## src/rtl/mv_bin2bcd.sv

```systemverilog
// Sequential double-dabble binary-to-BCD converter, one input bit per clock, valid/ready on both sides.
// Optional macro MV_BIN2BCD_BLANK_EN: leading zero digits are output as 4'hF (display blank).
module mv_bin2bcd #(
  parameter int IN_W   = 12,
  parameter int DIGITS = 4,
  parameter int CH_W   = 4
) (
  input  logic                  clk,
  input  logic                  rst,
  input  logic [IN_W-1:0]       in,
  input  logic [CH_W-1:0]       in_ch,
  input  logic                  in_valid,
  output logic                  in_ready,
  output logic [4*DIGITS-1:0]   bcd,
  output logic [CH_W-1:0]       out_ch,
  output logic                  out_valid,
  input  logic                  out_ready
);

  localparam int BCD_W   = 4 * DIGITS;
  localparam int CNT_W   = $clog2(IN_W + 1);
  localparam int BCD_MAX = (10 ** DIGITS) - 1;
  localparam logic [CNT_W-1:0] LAST_CNT = CNT_W'(IN_W - 1);

  typedef enum logic [1:0] {IDLE, SHIFT, DONE} state_t;

  state_t            state_q, state_d;
  logic [IN_W-1:0]   bin_q, bin_d;
  logic [BCD_W-1:0]  scr_q, scr_d;
  logic [CNT_W-1:0]  cnt_q, cnt_d;
  logic              sat_q, sat_d;
  logic [CH_W-1:0]   ch_q, ch_d;
  logic [BCD_W-1:0]  bcd_q, bcd_d;
  logic [CH_W-1:0]   out_ch_q, out_ch_d;

  logic [BCD_W-1:0]  scr_adj;
  logic [BCD_W-1:0]  scr_shift;
  logic [BCD_W-1:0]  all_nines;
  logic [BCD_W-1:0]  scr_final;
  logic [BCD_W-1:0]  load_val;

  // Add-3 correction per digit; a digit <= 9 plus 3 never exceeds 4 bits.
  genvar gi;
  generate
    for (gi = 0; gi < DIGITS; gi++) begin : g_digit
      assign scr_adj[4*gi +: 4]   = (scr_q[4*gi +: 4] >= 4'd5) ? scr_q[4*gi +: 4] + 4'd3
                                                               : scr_q[4*gi +: 4];
      assign all_nines[4*gi +: 4] = 4'h9;
    end
  endgenerate

  // The bit leaving the top of the scratch register is dropped (only reachable when saturated).
  assign scr_shift = BCD_W'({scr_adj, bin_q[IN_W-1]});

`ifdef MV_BIN2BCD_BLANK_EN
  always_comb begin
    logic lead;
    scr_final = scr_shift;
    lead      = 1'b1;
    for (int i = DIGITS - 1; i >= 1; i--) begin
      if (lead && (scr_shift[4*i +: 4] == 4'h0)) begin
        scr_final[4*i +: 4] = 4'hF;
      end else begin
        lead = 1'b0;
      end
    end
  end
`else
  assign scr_final = scr_shift;
`endif

  assign load_val = sat_q ? all_nines : scr_final;

  always_comb begin
    state_d  = state_q;
    bin_d    = bin_q;
    scr_d    = scr_q;
    cnt_d    = cnt_q;
    sat_d    = sat_q;
    ch_d     = ch_q;
    bcd_d    = bcd_q;
    out_ch_d = out_ch_q;
    case (state_q)
      IDLE: begin
        if (in_valid) begin
          bin_d   = in;
          ch_d    = in_ch;
          sat_d   = (32'(in) > 32'(BCD_MAX));
          scr_d   = '0;
          cnt_d   = '0;
          state_d = SHIFT;
        end
      end
      SHIFT: begin
        scr_d = scr_shift;
        bin_d = {bin_q[IN_W-2:0], 1'b0};
        cnt_d = cnt_q + 1'b1;
        if (cnt_q == LAST_CNT) begin
          bcd_d    = load_val;
          out_ch_d = ch_q;
          state_d  = DONE;
        end
      end
      DONE: begin
        if (out_ready) begin
          state_d = IDLE;
        end
      end
      default: state_d = IDLE;
    endcase
  end

  always_ff @(posedge clk) begin
    if (rst) begin
      state_q  <= IDLE;
      bin_q    <= '0;
      scr_q    <= '0;
      cnt_q    <= '0;
      sat_q    <= 1'b0;
      ch_q     <= '0;
      bcd_q    <= '0;
      out_ch_q <= '0;
    end else begin
      state_q  <= state_d;
      bin_q    <= bin_d;
      scr_q    <= scr_d;
      cnt_q    <= cnt_d;
      sat_q    <= sat_d;
      ch_q     <= ch_d;
      bcd_q    <= bcd_d;
      out_ch_q <= out_ch_d;
    end
  end

  assign in_ready  = (state_q == IDLE);
  assign out_valid = (state_q == DONE);
  assign bcd       = bcd_q;
  assign out_ch    = out_ch_q;

endmodule

```

## config.mk

```make
export PLATFORM = sky130hd
export DESIGN_NAME = mv_bin2bcd
export DESIGN_NICKNAME = d
export VERILOG_FILES = /design/src/rtl/mv_bin2bcd.sv
export SDC_FILE = /design/constraint.sdc
export NUM_CORES = 1
export LEC_CHECK = 0
export BUFFER_PORTS_ARGS = -buffer_cell sky130_fd_sc_hd__buf_2
export CELL_PAD_IN_SITES_DETAIL_PLACEMENT = 2
export CELL_PAD_IN_SITES_GLOBAL_PLACEMENT = 2
export CORE_ASPECT_RATIO = 0.9
export CORE_MARGIN = 2
export CORE_UTILIZATION = 33
export DETAILED_ROUTE_END_ITERATION = 16
export PLACE_DENSITY_LB_ADDON = 0.1
export SYNTH_ARGS = -nofsm -noshare
export SYNTH_HDL_FRONTEND = slang
export SYNTH_SLANG_ARGS = --single-unit
```

## constraint.sdc

```tcl
create_clock -name clk -period 2.3 [get_ports clk]
set_clock_uncertainty 0.1 [all_clocks]
set_input_delay 0.115 -clock clk [delete_from_list [all_inputs] [get_ports clk]]
set_output_delay 0.115 -clock clk [all_outputs]
set_load 0.01 [all_outputs]
```

==> flow_summary_export.csv <==
group,metric,value,unit
run_status,outcome,"completed",
global_route,grt_pass1_wl,12700,um
placed_design,placed_area,0.00290,mm2
layout,final_common_cell,"dfxtp_1",
synthesis,yosysTopAreaCell,"dfxtp_1",
placed_design,dpl.hpwl,5250,um
setup_path,crit_fanout,18,
synthesis,synth_cell_types,36,
global_route,grt.overflow.total,0,
setup_path,start_kind,"flop",
setup_path,critPathCapture,"bcd[2]",
power,p_leak,1.40,nW
timing,maxSlewViolCount,0,
synthesis,synthCells,293,
clocking,tritoncts,"done",
drt,route.vias.total,2316,
synthesis,synth-seq-cells,58,
drt,drcViolationCount,0,
global_route,grt_pass1_vias,2430,
timing,rsz0062_at_grt,"false",
clocking,cts_setup_buffers,0,
layout,syn2layout_area_growth,22.5,%
synthesis,syn-cell-area,0.00259,mm2
power,power_density,673,mW/mm2
clocking,post_cts_resized,0,
timing,slew_headroom,53.2,%
synthesis,synth_edf_count,0,
layout,final_cell_count_no_fill,447,
setup_path,cp-startpoint,"cnt_q[0]",
synthesis,synth_top_cell_area_share,44.9,%
layout,drive_gt1_share,22.8,%
die,num_io_pins,42,
timing,fmax,0.501,GHz
setup_path,cp.required,2.49,ns
setup_path,crit_chain,"ha_1, nand4b_1, or2_1, nor2_2, a21o_1",
drt,ant_nets,0,
placed_design,place_ws,0.310,ns
synthesis,yosys_warnings,0,
synthesis,postSynthAreaPerCell,8.83,um2
clocking,cts_made_buffers,9,
placed_design,gp_congestion,0.737,
die,chipHeight,88.0,um
placed_design,io_buffers,41,
synthesis,ys_seq_area_share,44.9,%
clocking,root_buffer,"clkbuf_8",
drt,dr.first_iter.drc_count,63,
setup_path,cpPeakStageDelay,0.51,ns
setup_path,reg2reg_slack,0.31,ns
timing,hold_violations,0,
layout,n_antenna_cell,0,
die,die_area,0.00857,mm2
clocking,clock_latency,0.35,ns
setup_path,cp-end-kind,"flop",
drt,firstDrtPassIters,4,
timing,finalSetupViolations,0,
die,coreArea,0.00758,mm2
drt,vias_per_cell,5.18,
timing,worst_pin_slew,0.702,ns
layout,seq_area,0.00116,mm2
setup_path,crit_type,"flop to flop",
hold_path,hp-class,"primary input to flop",
clocking,cts_sinks,58,
layout,final_util,41.8,%
drt,drt_wl_total,7600,um
layout,layout_common_cells,"dfxtp_1 (58), buf_2 (41), a21oi_1 (31)",
power,max-vdd-ir-drop,414,uV
global_route,antenna_found_initial,0,
die,die_w,97.3,um
setup_path,ff2ff_path_depth,5,
clocking,path_clk_slew,0.07,ns
clocking,ctsHoldBuffers,8,
die,row_count,30,
clocking,cts-htree-levels,3,
global_route,grtUsageTotal,19.1,%
run,cap_viol_max_count,0,
timing,setup_tns,0,ns
setup_path,arrival,2.18,ns
synthesis,synth_ff_type,"dfxtp_1",
timing,period_minus_slack,1.99,ns
setup_path,r2r_end,"bcd[2]",
synthesis,syn_nets,322,
drt,wl_per_cell,17.0,um
global_route,grt_max_degree,33,
synthesis,synth_area_leaders,"dfxtp_1 (45%), a21oi_1 (6.0%), ha_1 (4.4%)",
clocking,cts_buffer_depth,2,
placed_design,post-place-cells,423,
die,start_util,34.1,%
timing,fin_crit_sh,86.7,%
layout,nets,375,
layout,multi_input_area,0.00130,mm2
layout,fillers,884,
layout,fin_area,0.00317,mm2
setup_path,crit_slowest_cell,"or2_1",
synthesis,async_flop_share,0,%
timing,setup_ws,0.306,ns
setup_path,r2r-start,"cnt_q[0]",
[logic make-up after synthesis]
family	Yosys count	synth area share (%)
AO/OA/AOI/OAI	80	21.5
XOR/XNOR	4	1.35
adder cells (fa/ha/maj)	9	4.35
buffers and inverters	27	4.84
AND/OR/NAND/NOR	110	21.1
multiplexers	5	1.98
flip-flops	58	44.9
[how the worst min path moves through the flow]
stage | from | depth (start not counted) | to | slack, ns
detailed placement | in_ch[1] | 3 | ch_q[1] | 0.28
finish | in_valid | 3 | ch_q[1] | 0.10
floorplan | in_ch[0] | 2 | ch_q[0] | 0.16
global route | in_valid | 3 | ch_q[1] | 0.11
CTS | in_valid | 3 | ch_q[1] | 0.08
global placement | in[0] | 3 | bin_q[0] | 0.27
[layer usage]
metal	vias to the layer above	GRT usage, %	wire length [um]
met5	-	0	0
li1	1141	-	-
met2	29	32.3	3670
met4	0	5.05	74
met1	1141	24.0	3610
met3	5	5.83	244
[report_power, final]
group | leakage, nW | total [W] | internal [W] | switching [W]
Combinational | 0.833 | 0.000173 | 0.0000761 | 0.0000969
Clock | 0.0958 | 0.000911 | 0.000492 | 0.000419
Sequential | 0.471 | 0.00105 | 0.00103 | 0.0000171
Total | 1.40 | 0.00213 | 0.00160 | 0.000533
[metrics by stage]
| stage | total power (W) | hold slack, ns |
|---|---|---|
| 6_report | 0.00213 | 0.103 |
| 5_1_grt | 0.00225 | 0.112 |
| 4_1_cts | 0.00217 | 0.0834 |
| 3_5_place_dp | 0.00123 | 0.282 |
| 3_3_place_gp | 0.00123 | 0.274 |
| 2_1_floorplan | 0.00117 | 0.162 |
[synthesized netlist by cell type, types with 9 or more instances]
cell type	n
dfxtp_1	58
o221a_2	9
ha_1	9
nor2b_1	11
clkbuf_1	11
a21oi_1	31
a21o_1	11
inv_1	9
and3_1	9
nor2_1	30
nand2_1	24
nand3_1	10
[final cells by class]
class | instances | share of cell area [%]
Timing Repair Buffer | 60 | 11.6
Sequential cell | 58 | 36.6
Tap cell | 96 | 3.79
Clock buffer | 10 | 4.03
Inverter | 9 | 1.07
Clock inverter | 6 | 1.82
Multi-Input combinational cell | 208 | 41.1
[flip-flops by register name, summed over array words and instances, names as in the netlist]
signal	count
ch_q	4
cnt_q	4
scr_q	16
out_ch	4
bin_q	12
state_q	2
bcd	16
[critical path, delay by kind of cell (launching register included)]
| kind | cells | cell delay (ns) |
|---|---|---|
| compound gates | 1 | 0.19 |
| fa+ha+maj | 1 | 0.20 |
| flops | 1 | 0.37 |
| simple gates | 3 | 1.07 |
(Power assumes the default switching activity.)
